### src/rtl/weapon_pkg.sv
// Shared types and constants for the weapon attack controller.
// The ARCHER_HOLD state exists only when WEAPON_CTRL_ARCHER_EN is defined.
package weapon_pkg;

  localparam logic [1:0] CLASS_MELEE  = 2'b01;
  localparam logic [1:0] CLASS_ARCHER = 2'b10;

  typedef enum logic [2:0] {
    IDLE,
    SWING_OUT,
    SWING_BACK,
    COOLDOWN
`ifdef WEAPON_CTRL_ARCHER_EN
    , ARCHER_HOLD
`endif
  } state_e;

  function automatic int max_i(input int a, input int b);
    return (a > b) ? a : b;
  endfunction

endpackage

### src/rtl/click_edge_detect.sv
// Rising-edge detector: pulses while the level is high and the registered
// copy from the previous cycle is still low.
module click_edge_detect (
  input  logic clk,
  input  logic rst_n,
  input  logic level_i,
  output logic rise_o
);

  logic prev_q;

  always_ff @(posedge clk or negedge rst_n) begin
    if (!rst_n) prev_q <= 1'b0;
    else        prev_q <= level_i;
  end

  assign rise_o = level_i & ~prev_q;

endmodule

### src/rtl/weapon_attack_ctrl.sv
// Melee swing / cooldown sequencer with single-hit damage reporting.
// Define WEAPON_CTRL_ARCHER_EN to add the archer draw (ARCHER_HOLD) state.
module weapon_attack_ctrl
  import weapon_pkg::*;
#(
  parameter int SWING_FRAMES       = 6,
  parameter int SWING_STEP         = 4,
  parameter int COOLDOWN_FRAMES    = 10,
  parameter int DMG                = 5,
  parameter int ARCHER_HOLD_FRAMES = 8
) (
  input  logic        clk,
  input  logic        rst_n,
  input  logic        frame_tick,
  input  logic        mouse_left,
  input  logic [1:0]  game_active,
  input  logic [1:0]  char_class,
  input  logic        alive,
  input  logic        melee_hit,
  output logic        attack_active,
  output logic [11:0] anim_x_offset,
  output logic        dmg_valid,
  output logic [7:0]  dmg_amount
);

  localparam int CNT_MAX = max_i(max_i(SWING_FRAMES, COOLDOWN_FRAMES), ARCHER_HOLD_FRAMES);
  localparam int CNT_W   = (CNT_MAX > 1) ? $clog2(CNT_MAX) : 1;

  localparam logic [11:0]      STEP       = 12'(SWING_STEP);
  localparam logic [7:0]       DMG_V      = 8'(DMG);
  localparam logic [CNT_W-1:0] SWING_LAST = CNT_W'(SWING_FRAMES - 1);
  localparam logic [CNT_W-1:0] COOL_LAST  = CNT_W'(COOLDOWN_FRAMES - 1);
`ifdef WEAPON_CTRL_ARCHER_EN
  localparam logic [CNT_W-1:0] HOLD_LAST  = CNT_W'(ARCHER_HOLD_FRAMES - 1);
`endif

  if (SWING_FRAMES * SWING_STEP > 4095) begin : g_range_chk
    $error("SWING_FRAMES*SWING_STEP does not fit anim_x_offset");
  end

  state_e           state_q, state_d;
  logic [11:0]      offset_q, offset_d;
  logic [CNT_W-1:0] cnt_q, cnt_d;
  logic             hit_q, hit_d;
  logic             dmg_q, dmg_d;
  logic             click;
  logic             swinging;
  logic             abort;
  logic             qualify;

  click_edge_detect u_click (
    .clk     (clk),
    .rst_n   (rst_n),
    .level_i (mouse_left),
    .rise_o  (click)
  );

  assign swinging = (state_q == SWING_OUT) || (state_q == SWING_BACK);
  assign abort    = (state_q != IDLE) && (!alive || (game_active == 2'b00));
  assign qualify  = click && alive && (game_active != 2'b00);

  always_comb begin
    state_d  = state_q;
    offset_d = offset_q;
    cnt_d    = cnt_q;
    hit_d    = hit_q;
    dmg_d    = 1'b0;
    if (abort) begin
      // Losing the game or the player drops straight to IDLE, no cooldown.
      state_d  = IDLE;
      offset_d = '0;
      cnt_d    = '0;
    end else begin
      if (swinging && melee_hit && !hit_q) begin
        dmg_d = 1'b1;
        hit_d = 1'b1;
      end
      case (state_q)
        IDLE: begin
          if (qualify && (char_class == CLASS_MELEE)) begin
            state_d  = SWING_OUT;
            offset_d = '0;
            cnt_d    = '0;
            hit_d    = 1'b0;
          end
`ifdef WEAPON_CTRL_ARCHER_EN
          else if (qualify && (char_class == CLASS_ARCHER)) begin
            state_d  = ARCHER_HOLD;
            offset_d = '0;
            cnt_d    = '0;
          end
`endif
        end
        SWING_OUT: begin
          if (frame_tick) begin
            offset_d = offset_q + STEP;
            if (cnt_q == SWING_LAST) begin
              state_d = SWING_BACK;
              cnt_d   = '0;
            end else begin
              cnt_d = cnt_q + 1'b1;
            end
          end
        end
        SWING_BACK: begin
          if (frame_tick) begin
            if (offset_q <= STEP) begin
              offset_d = '0;
              state_d  = COOLDOWN;
              cnt_d    = '0;
            end else begin
              offset_d = offset_q - STEP;
            end
          end
        end
        COOLDOWN: begin
          if (frame_tick) begin
            if (cnt_q == COOL_LAST) begin
              state_d = IDLE;
              cnt_d   = '0;
            end else begin
              cnt_d = cnt_q + 1'b1;
            end
          end
        end
`ifdef WEAPON_CTRL_ARCHER_EN
        ARCHER_HOLD: begin
          if (frame_tick) begin
            if (cnt_q == HOLD_LAST) begin
              state_d = COOLDOWN;
              cnt_d   = '0;
            end else begin
              cnt_d = cnt_q + 1'b1;
            end
          end
        end
`endif
        default: begin
          state_d  = IDLE;
          offset_d = '0;
          cnt_d    = '0;
        end
      endcase
    end
  end

  always_ff @(posedge clk or negedge rst_n) begin
    if (!rst_n) begin
      state_q  <= IDLE;
      offset_q <= '0;
      cnt_q    <= '0;
      hit_q    <= 1'b0;
      dmg_q    <= 1'b0;
    end else begin
      state_q  <= state_d;
      offset_q <= offset_d;
      cnt_q    <= cnt_d;
      hit_q    <= hit_d;
      dmg_q    <= dmg_d;
    end
  end

`ifdef WEAPON_CTRL_ARCHER_EN
  assign attack_active = swinging || (state_q == ARCHER_HOLD);
`else
  assign attack_active = swinging;
`endif
  assign anim_x_offset = offset_q;
  assign dmg_valid     = dmg_q;
  assign dmg_amount    = dmg_q ? DMG_V : 8'd0;

endmodule

### config.mk
export PLATFORM = sky130hd
export DESIGN_NAME = weapon_attack_ctrl
export DESIGN_NICKNAME = d
export VERILOG_FILES = /design/src/rtl/weapon_pkg.sv /design/src/rtl/click_edge_detect.sv /design/src/rtl/weapon_attack_ctrl.sv
export SDC_FILE = /design/constraint.sdc
export NUM_CORES = 1
export LEC_CHECK = 0
export BUFFER_PORTS_ARGS = -buffer_cell sky130_fd_sc_hd__clkbuf_2
export CAP_MARGIN = 30
export CORE_ASPECT_RATIO = 0.5
export CORE_MARGIN = 2
export CORE_UTILIZATION = 54
export CTS_CLUSTER_SIZE = 28
export DETAILED_ROUTE_END_ITERATION = 8
export PLACE_DENSITY = 0.76
export SYNTH_ARGS = -nofsm -noshare
export SYNTH_HDL_FRONTEND = slang
export SYNTH_SLANG_ARGS = --single-unit
### constraint.sdc
create_clock -name clk -period 2.8 [get_ports clk]
set_clock_uncertainty 0.05 [all_clocks]
set_input_delay 0.56 -clock clk [delete_from_list [all_inputs] [get_ports clk]]
set_output_delay 0.56 -clock clk [all_outputs]
set_load 0.01 [all_outputs]
Word-level counts from Yosys, hierarchy flattened
Cells that the tools add are included.
{"block": "totals", "rom_bits": 0, "latchBits": 0, "ramBits": 0, "mem_count": 0, "register_bits": 22}
{"block": "classes", "multipliers": 0, "n_lt_le_gt_ge": 1, "n_addsub": 3, "n_reduce_logical": 17, "muxes": 30, "n_div": 0, "n_shift": 0, "bitwise_logic": 2, "eq_ne": 14}
{"op": "12-bit two-way mux", "n": 5}
{"op": "12-bit case mux with 4 select lines", "n": 1}
{"op": "4-bit two-way mux", "n": 8}
{"op": "3-bit two-way mux", "n": 9}
{"op": "4-bit case mux with 4 select lines", "n": 1}
{"op": "3-bit != test (second input constant)", "n": 5}
{"op": "12-bit by 3-bit adder with 12-bit output (second input constant)", "n": 1}
{"op": "12-bit by 3-bit less-or-equal comparator with 1-bit output (second input constant)", "n": 1}
{"op": "3-bit case mux with 4 select lines", "n": 1}
{"op": "12-bit by 3-bit subtractor with 12-bit output (second input constant)", "n": 1}
{"op": "7-bit AND reduction", "n": 1}
{"op": "3-bit by 2-bit equality test with 1-bit output (second input constant)", "n": 2}
{"op": "1-bit logical AND", "n": 6}
{"op": "3-bit by 2-bit != test with 1-bit output (second input constant)", "n": 2}
{"op": "1-bit two-way mux", "n": 5}
{"op": "5-bit AND reduction", "n": 1}
{"op": "4-bit by 1-bit adder with 4-bit output (second input constant)", "n": 1}
{"op": "4-bit by 3-bit equality test with 1-bit output (second input constant)", "n": 1}
{"op": "4-bit equality test (second input constant)", "n": 1}
{"op": "4-bit AND reduction", "n": 1}
{"op": "3-bit by 1-bit equality test with 1-bit output (second input constant)", "n": 1}
{"op": "3-bit logical NOT", "n": 1}
{"op": "3-bit nonzero test", "n": 1}
{"op": "2-bit by 1-bit equality test with 1-bit output (second input constant)", "n": 1}
{"op": "7 further kinds", "n": 9}

Logic depth before layout (Yosys ltp)
Gate-level depths: netlist of the first run.
{"block": "logic_depth", "ltp_word": 8, "depth_mapped": 9, "mapped_depth_nobuf": 7}

Modules after synthesis
Synthesis of the first run repeated with hierarchy kept, for this count alone.
{"block": "hier_totals", "cells_unflattened": 180, "area_unflattened_um2": 1596.5}
{"module": "weapon_attack_ctrl", "instances": 1, "area_per_inst_um2": 1557.7, "cells_each": 178}
{"module": "click_edge_detect", "instances": 1, "area_per_inst_um2": 38.8, "cells_each": 2}

Worst setup path after synthesis of the first run
OpenSTA, ideal clock, no wires.
{"block": "synth_path", "kind": "register to register", "startpoint": "register offset_q[7] (netlist: anim_x_offset[7])", "endpoint": "register offset_q[11] (netlist: anim_x_offset[11])", "required_time_ns": 2.613, "path_slack_ns": 0.577, "stages_incl_launch_ff": 7, "setup_time_ns": 0.137, "arrival_time_ns": 2.035, "path_cell_list": "dfrtp_1 > or4_1 > buf_2 > or4_4 > o31a_1 > o211ai_1 > o311ai_1"}
{"block": "synth_via", "elab_chain_cells": 5}
{"item": "start: declaration", "line_no": "weapon_attack_ctrl.sv:42", "rtl": "logic [11:0] offset_q, offset_d;"}
{"item": "start signal: assignment", "line_no": "weapon_attack_ctrl.sv:156", "rtl": "offset_q <= offset_d;"}
{"item": "12-bit by 3-bit subtractor with 12-bit output or 12-bit by 3-bit less-or-equal comparator with 1-bit output (tied branches)", "line_no": "weapon_attack_ctrl.sv:112, weapon_attack_ctrl.sv:107"}
{"item": "12-bit two-way mux", "line_no": "weapon_attack_ctrl.sv:107", "rtl": "if (offset_q <= STEP) begin"}
{"item": "12-bit two-way mux", "line_no": "weapon_attack_ctrl.sv:106", "rtl": "if (frame_tick) begin"}
{"item": "12-bit case mux with 4 select lines *", "line_no": "weapon_attack_ctrl.sv:78", "rtl": "case (state_q)"}
{"item": "12-bit two-way mux *", "line_no": "weapon_attack_ctrl.sv:68", "rtl": "if (abort) begin"}
Mark *: on every way between the ends. The rest lies on a longest branch, timed or not. The select of a mux whose other input is x is not followed.
A chain may end at the register's enable or synchronous reset.

Worst setup path in the final report of the first run
{"block": "layout_path", "startpoint": "register offset_q[7] (netlist: anim_x_offset[7])", "endpoint": "register cnt_q[1]"}
{"block": "layout_via", "elab_chain_cells": 3}
{"item": "12-bit by 3-bit less-or-equal comparator with 1-bit output", "line_no": "weapon_attack_ctrl.sv:107"}
{"item": "3-bit by 2-bit != test with 1-bit output (no line)"}
{"item": "5-bit AND reduction (no line)"}
{"item": "end signal: assignment", "line_no": "weapon_attack_ctrl.sv:157", "rtl": "cnt_q <= cnt_d;"}
{"item": "end: declaration", "line_no": "weapon_attack_ctrl.sv:43", "rtl": "logic [CNT_W-1:0] cnt_q, cnt_d;"}
No other way between the ends.

==> results of run 1 <==
## sequential cells by signal, summed over array words and instances (netlist names)
name and count:
hit_q 1, u_click.prev_q 1, anim_x_offset 10, cnt_q 4, state_q 2, dmg_valid 1
## worst max-delay path, delay by kind of cell (launching register included)
family | cells | cell delay [ns]
flip-flops | 1 | 0.45
AND/OR/NAND/NOR | 2 | 1.09
AO/OA/AOI/OAI | 2 | 0.78
## routing by layer
metal / vias to the layer above / part of all wire (%) / GRT usage (%)
met5: - / 0 / 0
met4: 0 / 0.64 / 3.10
met3: 4 / 8.8 / 5.22
met2: 65 / 42 / 33.2
met1: 655 / 48 / 34.3
li1: 696 / - / -
## through the flow
stage	hold WS [ns]	instance area, um2
after floorplan	0.214	1550
after global placement	0.381	1620
after detailed placement	0.377	1620
after CTS	0.208	1660
after global routing	0.234	1660
final	0.186	1660
## cell usage after synthesis, drive strengths merged (2+ instances only)
cell type / count / area, um2
nand3: 5 / 25.0
o41ai: 2 / 17.5
nor2: 16 / 60.1
a21oi: 9 / 45.0
dfrtp: 19 / 475
clkbuf: 6 / 22.5
a22o: 3 / 26.3
o31ai: 4 / 43.8
xnor2: 2 / 17.5
or4: 3 / 30.0
a221o: 2 / 20.0
nand3b: 2 / 15.0
nand4: 2 / 12.5
o22ai: 3 / 18.8
buf: 12 / 91.3
o211ai: 3 / 22.5
o31a: 3 / 26.3
inv: 10 / 37.5
o21a: 3 / 22.5
nor4: 3 / 18.8
o21ai: 17 / 85.1
o311ai: 2 / 17.5
nor2b: 3 / 18.8
nor3: 3 / 15.0
and3: 2 / 12.5
nand2: 17 / 63.8
ha: 9 / 113
## kinds of logic (layout without fill, tap and decap cells)
logic type | after synthesis | count (layout) | synth area share [%]
AO/OA/AOI/OAI | 61 | 61 | 28.4
multiplexers | 2 | 2 | 1.40
XOR/XNOR | 2 | 2 | 1.15
other | 1 | 8 | 0.247
buffers and inverters | 28 | 40 | 9.97
AND/OR/NAND/NOR | 60 | 60 | 20.1
flip-flops | 19 | 19 | 31.3
adder cells (fa/ha/maj) | 9 | 9 | 7.41
## placed cells by master (no fill, tap or decap), types with 3 or more instances in the layout
cell,instances
a21oi_1,9
a22o_1,3
buf_4,3
clkbuf_2,23
clkbuf_8,3
conb_1,8
dfrtp_1,19
ha_1,9
inv_1,10
nand2_1,17
nand3_1,5
nor2_1,16
nor2b_1,3
nor3_1,3
nor4_1,3
o211ai_1,3
o21a_1,3
o21ai_0,14
o21ai_1,3
o22ai_1,3
o31a_1,3
o31ai_1,3
## power breakdown
part           total [uW]  switching (uW)  internal, uW  leakage (uW)
registers             406            79.5           326      0.000254
logic                 945             585           359      0.000466
clock network         204             105          99.4     0.0000255
## cell type report
type	instances	area, um2
Clock buffer	3	41.3
Clock inverter	1	5.00
Fill cell	241	973
Inverter	10	37.5
Multi-Input combinational cell	142	918
Sequential cell	19	475
Tap cell	37	46.3
Timing Repair Buffer	26	138
## worst min-delay path by stage
stage	endpoint	from
2_1_floorplan	anim_x_offset[10]$_DFFE_PN0P_	rst_n
3_3_place_gp	dmg_valid$_DFF_PN0_	hit_q$_DFFE_PN0N_
3_5_place_dp	dmg_valid$_DFF_PN0_	hit_q$_DFFE_PN0N_
4_1_cts	cnt_q[2]$_DFFE_PN0P_	rst_n
5_1_grt	cnt_q[2]$_DFFE_PN0P_	rst_n
6_report	cnt_q[2]$_DFFE_PN0P_	rst_n
==> metrics.yaml, run 1 <==
power_uw: 1550
final_cells: 238
synthFlopType: "dfrtp_1"
finalSetupViolations: 0
dieHeight_um: 41.5
power_density_nw_per_um2: 936
clock_path_buffers: 2
crit_required_ns: 2.90
die_w_um: 79.0
yosys_warnings: 0
clock-root-buffer: "clkbuf_8"
status: "complete, no violations"
period_needed_ns: 2.49
start_util_pct: 57.6
finish.utilization_pct: 63.1
cts_resized: 0
yosysSeqAreaShare_pct: 31.3
remaining_drc_errors: 0
ys_ff_latch: 19
r2r-start: "anim_x_offset[7]$_DFFE_PN0P_"
area_growth_pct: 9.39
gp_congestion: 0.927
syn_avg_cell_area_um2: 8.35
hold_violations: 0
crit_path_end_kind: "flop"
drv_cap: 0
worst_slew_pin_slew_ns: 0.578
insertion_delay_ns: 0.27
irDropWorstVdd_mv: 0.376
wire_per_inst_um: 15.0
num_vias: 1420
drt_iter0_markers: 111
async_flop_share_pct: 100
max_freq_mhz: 401
crit_path_end: "cnt_q[1]$_DFFE_PN0P_"
dpl_worst_slack_ns: 0.416
rsz0062_at_grt: "no"
cp.arrival_ns: 2.59
timing.final.ws_setup_ns: 0.307
finalSetupTns_ns: 0
grt_start_max_net_pins: 20
cpPeakStageDelay_ns: 0.70
reg2reg_slack_ns: 0.31
grt_pass1_vias: 1212
fin_crit_sh_pct: 89.0
drtPass1Iterations: 5
syn-cell-area_um2: 1520
io_pins: 32
grt_overflow_total: 0
grt_pass1_wl_um: 5840
cts_tree: "yes"
io_buffers: 23
slew_violations: 0
synthCells: 182
gr-usage-all-layers_pct: 22.5
die_area_um2: 3280
critPathMaxFanout: 8
ctsHoldBuffers: 0
synth_edf_count: 0
dp.cells: 234
leakage_uw: 0.000746
worstRegToRegCells: 4
drive_gt1_share_pct: 17.4
postCtsSetupRepairBufs: 0
via_per_inst: 5.97
path_cells: "or4_1 -> nor4_1 -> o211ai_1 -> o41ai_1"
antenna_found_initial: 0
fin_nets: 221
cts.clk_slew.worst_paths_ns: 0.08
min_path_type: "in -> async"
startpoint: "anim_x_offset[7]$_DFFE_PN0P_"
routed_wl_um: 3580
ys_types: 50
ant_nets: 0
core_um2: 2640
cts-buffers-inserted: 3
n_antenna_cell: 0
cts_max_level: 1
worstSetupPathType: "reg -> reg"
start_kind: "flop"
crit_path_top_delay_cell: "or4_1"
place.detailed.hpwl_um: 2540
r2r-end: "cnt_q[1]$_DFFE_PN0P_"
slew_headroom_pct: 61.3
cts.sinks: 19
rows: 13
No activity file was read; power rests on OpenSTA's default activity.
==> inputs of run 2 (changes only) <==
--- a/config.mk
+++ b/config.mk
@@ -7,7 +7,7 @@
 export LEC_CHECK = 0
 export BUFFER_PORTS_ARGS = -buffer_cell sky130_fd_sc_hd__clkbuf_2
 export CAP_MARGIN = 30
-export CORE_ASPECT_RATIO = 0.5
+export CORE_ASPECT_RATIO = 0.8
 export CORE_MARGIN = 2
 export CORE_UTILIZATION = 54
 export CTS_CLUSTER_SIZE = 28
==> metrics.yaml, run 2 (same netlist as run 1, synthesis figures left out) <==
status: "complete, no violations"
drt_iter0_markers: 114
max_freq_mhz: 403
finalSetupViolations: 0
io_pins: 32
die_w_um: 63.3
wl_met2_um: 1520
place.detailed.hpwl_um: 2720
path_cells: "or4_1 -> nor4_1 -> o211ai_1 -> o41ai_1"
num_vias: 1442
fin_crit_sh_pct: 88.7
largest_register_ffs: 10
worst_slew_pin_slew_ns: 0.609
hold_violations: 0
wl_met3_um: 382
drv_cap: 0
min_path_type: "in -> async"
dp.cells: 236
start_kind: "flop"
start_util_pct: 55.8
routed_wl_um: 3590
regArea_um2: 475
grt_pass1_wl_um: 6300
dpl_worst_slack_ns: 0.378
rsz0062_at_grt: "no"
slew_headroom_pct: 59.2
wl_met1_um: 1660
grt_start_max_net_pins: 20
timing.final.ws_setup_ns: 0.317
slew_violations: 0
postCtsSetupRepairBufs: 0
cts.clk_slew.worst_paths_ns: 0.12
period_needed_ns: 2.48
grt_pass1_vias: 1372
drive_gt1_share_pct: 17.8
crit_buf_inv: 0
ctsHoldBuffers: 0
die_area_um2: 3260
fin_hold_ws_ns: 0.144
io_buffers: 23
core_um2: 2720
remaining_drc_errors: 0
fin_nets: 222
area_growth_pct: 8.73
top_layer_used: "met4"
grt_overflow_total: 0
multi_input_area_um2: 918
final_common_cell: "clkbuf_2"
insertion_delay_ns: 0.30
rows: 17
cp.arrival_ns: 2.61
fillCellCount: 255
clock-root-buffer: "clkbuf_4"
finalSetupTns_ns: 0
cts_resized: 0
layout_common_cells: "clkbuf_2 (23), dfrtp_1 (19), nand2_1 (17)"
wire_per_inst_um: 15.0
ant_nets: 0
finish.utilization_pct: 60.7
cpPeakStageDelay_ns: 0.72
drtPass1Iterations: 6
cp_top_family: "simple AND/OR/NAND/NOR gates"
critPathMaxFanout: 8
final_cells: 240
cts_max_level: 1
via_per_inst: 6.01
gr-usage-all-layers_pct: 24.7
irDropWorstVdd_mv: 0.480
crit_path_top_delay_cell: "or4_1"
cts_tree: "yes"
crit_path_end_kind: "flop"
cts-buffers-inserted: 3
gp_congestion: 0.908
clock_path_buffers: 2
leakage_uw: 0.000744
cts.sinks: 19
power_density_nw_per_um2: 918
antenna_found_initial: 0
worstSetupPathType: "reg -> reg"
dieHeight_um: 51.4
crit_required_ns: 2.93
n_antenna_cell: 0
[run 2: cell types whose count changed in the layout (fill, tap and decap cells not counted)]
cell / delta
clkbuf_4: +3
clkbuf_8: -3
buf_4: +1
[run 2: area by class of cell]
class / count / share of cell area [%]
tap: 38 / 2.88
clock buffer: 3 / 1.36
multi-input combinational: 142 / 55.6
timing repair buffer: 27 / 8.79
clock inverter: 1 / 0.303
sequential: 19 / 28.8
inverter: 10 / 2.27
[run 2: worst reg2reg max path, stage by stage (launching register included)]
cell and delay (ns):
dfrtp_1 0.46, or4_1 0.72, nor4_1 0.33, o211ai_1 0.32, o41ai_1 0.49
[run 2: final timing paths]
| check | startpoint | endpoint | slack (ns) | cells after the start |
|---|---|---|---|---|
| max | anim_x_offset[7]$_DFFE_PN0P_ | state_q[0]$_DFFE_PN0P_ | 0.32 | 4 |
| min | rst_n | cnt_q[2]$_DFFE_PN0P_ | 0.14 | 1 |
| max reg2reg | anim_x_offset[7]$_DFFE_PN0P_ | state_q[0]$_DFFE_PN0P_ | 0.32 | 4 |
| min reg2reg | hit_q$_DFFE_PN0N_ | dmg_valid$_DFF_PN0_ | 0.39 | 1 |
| max in group asynchronous | rst_n | anim_x_offset[4]$_DFFE_PN0P_ | 2.22 | 1 |
| min in group clk | mouse_left | u_click.prev_q$_DFF_PN0_ | 0.33 | 1 |
[run 2: power by group]
part / internal [uW] / switching, uW / total, uW
Clock: 53.2 / 89.5 / 143
Sequential: 326 / 78.2 / 404
Combinational: 364 / 605 / 969
Total: 744 / 772 / 1520
[run 2: per-stage QoR]
| stage | area (um2) | total power [uW] |
|---|---|---|
| after floorplan | 1550 | 1090 |
| after global placement | 1620 | 1330 |
| after detailed placement | 1620 | 1350 |
| after CTS | 1650 | 1500 |
| after global routing | 1650 | 1650 |
| final | 1650 | 1520 |
[run 2: layer usage]
metal | vias to the layer above | track usage, %
met5 | - | 0
met4 | 0 | 4.71
met3 | 4 | 5.51
met2 | 86 | 39.0
met1 | 659 | 35.2
li1 | 693 | -
==> inputs of run 3 (changes only) <==
--- a/config.mk
+++ b/config.mk
@@ -13,6 +13,8 @@
 export CTS_CLUSTER_SIZE = 28
 export DETAILED_ROUTE_END_ITERATION = 8
 export PLACE_DENSITY = 0.76
+export RECOVER_POWER = 50
+export SLEW_MARGIN = 20
 export SYNTH_ARGS = -nofsm -noshare
 export SYNTH_HDL_FRONTEND = slang
 export SYNTH_SLANG_ARGS = --single-unit
==> metrics.yaml, run 3 (same netlist as run 1, synthesis figures left out) <==
worstSetupPathType: "reg -> reg"
fin_crit_sh_pct: 88.1
insertion_delay_ns: 0.30
cts.clk_slew.worst_paths_ns: 0.12
rsz0062_at_grt: "no"
whs_path_depth: 1
wire_per_inst_um: 14.9
via_per_inst: 5.96
irDropWorstVdd_mv: 0.486
crit_path_end_kind: "flop"
die_area_um2: 3260
cts.sinks: 19
layout_common_cells: "dfrtp_1 (19), nand2_1 (17), nor2_1 (16), clkbuf_2 (16), o21ai_0 (14)"
critPathMaxFanout: 8
cts-buffers-inserted: 3
design_area_um2: 1640
slew_violations: 0
die_w_um: 63.3
num_vias: 1431
largest_register_ffs: 10
cts_resized: 0
core_um2: 2720
final_common_cell: "dfrtp_1"
dieHeight_um: 51.4
drt_iter0_markers: 117
power_density_nw_per_um2: 924
hold_violations: 0
gr-usage-all-layers_pct: 24.7
ant_nets: 0
placed_area_um2: 1620
leakage_uw: 0.000720
antenna_found_initial: 0
io_buffers: 23
power_uw: 1520
cts_tree: "yes"
finish.utilization_pct: 60.3
grt_overflow_total: 0
max_freq_mhz: 405
grt_pass1_vias: 1372
gp_congestion: 0.908
fin_nets: 222
rows: 17
slew_headroom_pct: 29.2
min_path_type: "in -> reg"
drive_gt1_share_pct: 14.4
cp.arrival_ns: 2.60
finalSetupViolations: 0
start_util_pct: 55.8
io_pins: 32
drv_cap: 0
status: "complete, no violations"
n_antenna_cell: 0
period_needed_ns: 2.47
place.detailed.hpwl_um: 2720
cts_max_level: 1
grt_pass1_wl_um: 6300
finalSetupTns_ns: 0
crit_required_ns: 2.93
area_growth_pct: 8.16
worstRegToRegCells: 4
start_kind: "flop"
clock_path_buffers: 2
drtPass1Iterations: 5
grt_start_max_net_pins: 20
remaining_drc_errors: 0
ctsHoldBuffers: 0
postCtsSetupRepairBufs: 0
clock-root-buffer: "clkbuf_4"
worst_slew_pin_slew_ns: 1.06
routed_wl_um: 3580
[run 3: cell types whose count changed in the layout (fill, tap and decap cells not counted)]
cell	previous run	this run
clkbuf_1	0	7
clkbuf_2	23	16
[run 3: area by class of cell]
type	instances	area (um2)
Timing Repair Buffer	27	136
Clock buffer	3	22.5
Sequential cell	19	475
Tap cell	38	47.5
Clock inverter	1	5.00
Inverter	10	37.5
Multi-Input combinational cell	142	918
Fill cell	260	1080
[run 3: metrics by stage]
| stage | setup WS, ns | hold WS [ns] | std cells |
|---|---|---|---|
| finish | 0.332 | 0.325 | 240 |
| global route | 0.246 | 0.312 | 240 |
| CTS | 0.358 | 0.166 | 240 |
| detailed placement | 0.378 | 0.370 | 236 |
| global placement | 0.540 | 0.366 | 236 |
| floorplan | 0.577 | 0.214 | 189 |
[run 3: where the power goes]
part	internal, uW	leakage [uW]	total (uW)	switching, uW
Combinational	362	0.000448	967	605
Sequential	326	0.000254	404	78.2
Clock	53.3	0.0000177	146	92.6
[run 3: routing by layer]
metal	share of wire [%]	global-route usage, %	up-vias
met5	0	0	-
met4	0.95	4.71	0
met3	11	5.51	4
met2	41	39.0	96
met1	46	35.2	640
li1	-	-	691
[run 3: worst paths after layout]
check                                             start                             to  slack (ns)
max in group asynchronous                         rst_n  anim_x_offset[11]$_DFFE_PN0P_        1.71
min in group asynchronous                         rst_n           cnt_q[2]$_DFFE_PN0P_        0.36
min reg2reg                           hit_q$_DFFE_PN0N_            dmg_valid$_DFF_PN0_        0.39
max                        anim_x_offset[7]$_DFFE_PN0P_         state_q[0]$_DFFE_PN0P_        0.33
min                                          mouse_left       u_click.prev_q$_DFF_PN0_        0.33
max reg2reg                anim_x_offset[7]$_DFFE_PN0P_         state_q[0]$_DFFE_PN0P_        0.33
[run 3: worst max-delay path, cell delays in order (launching register included)]
cell and delay, ns:
dfrtp_1 0.46, or4_1 0.71, nor4_1 0.33, o211ai_1 0.32, o41ai_1 0.49
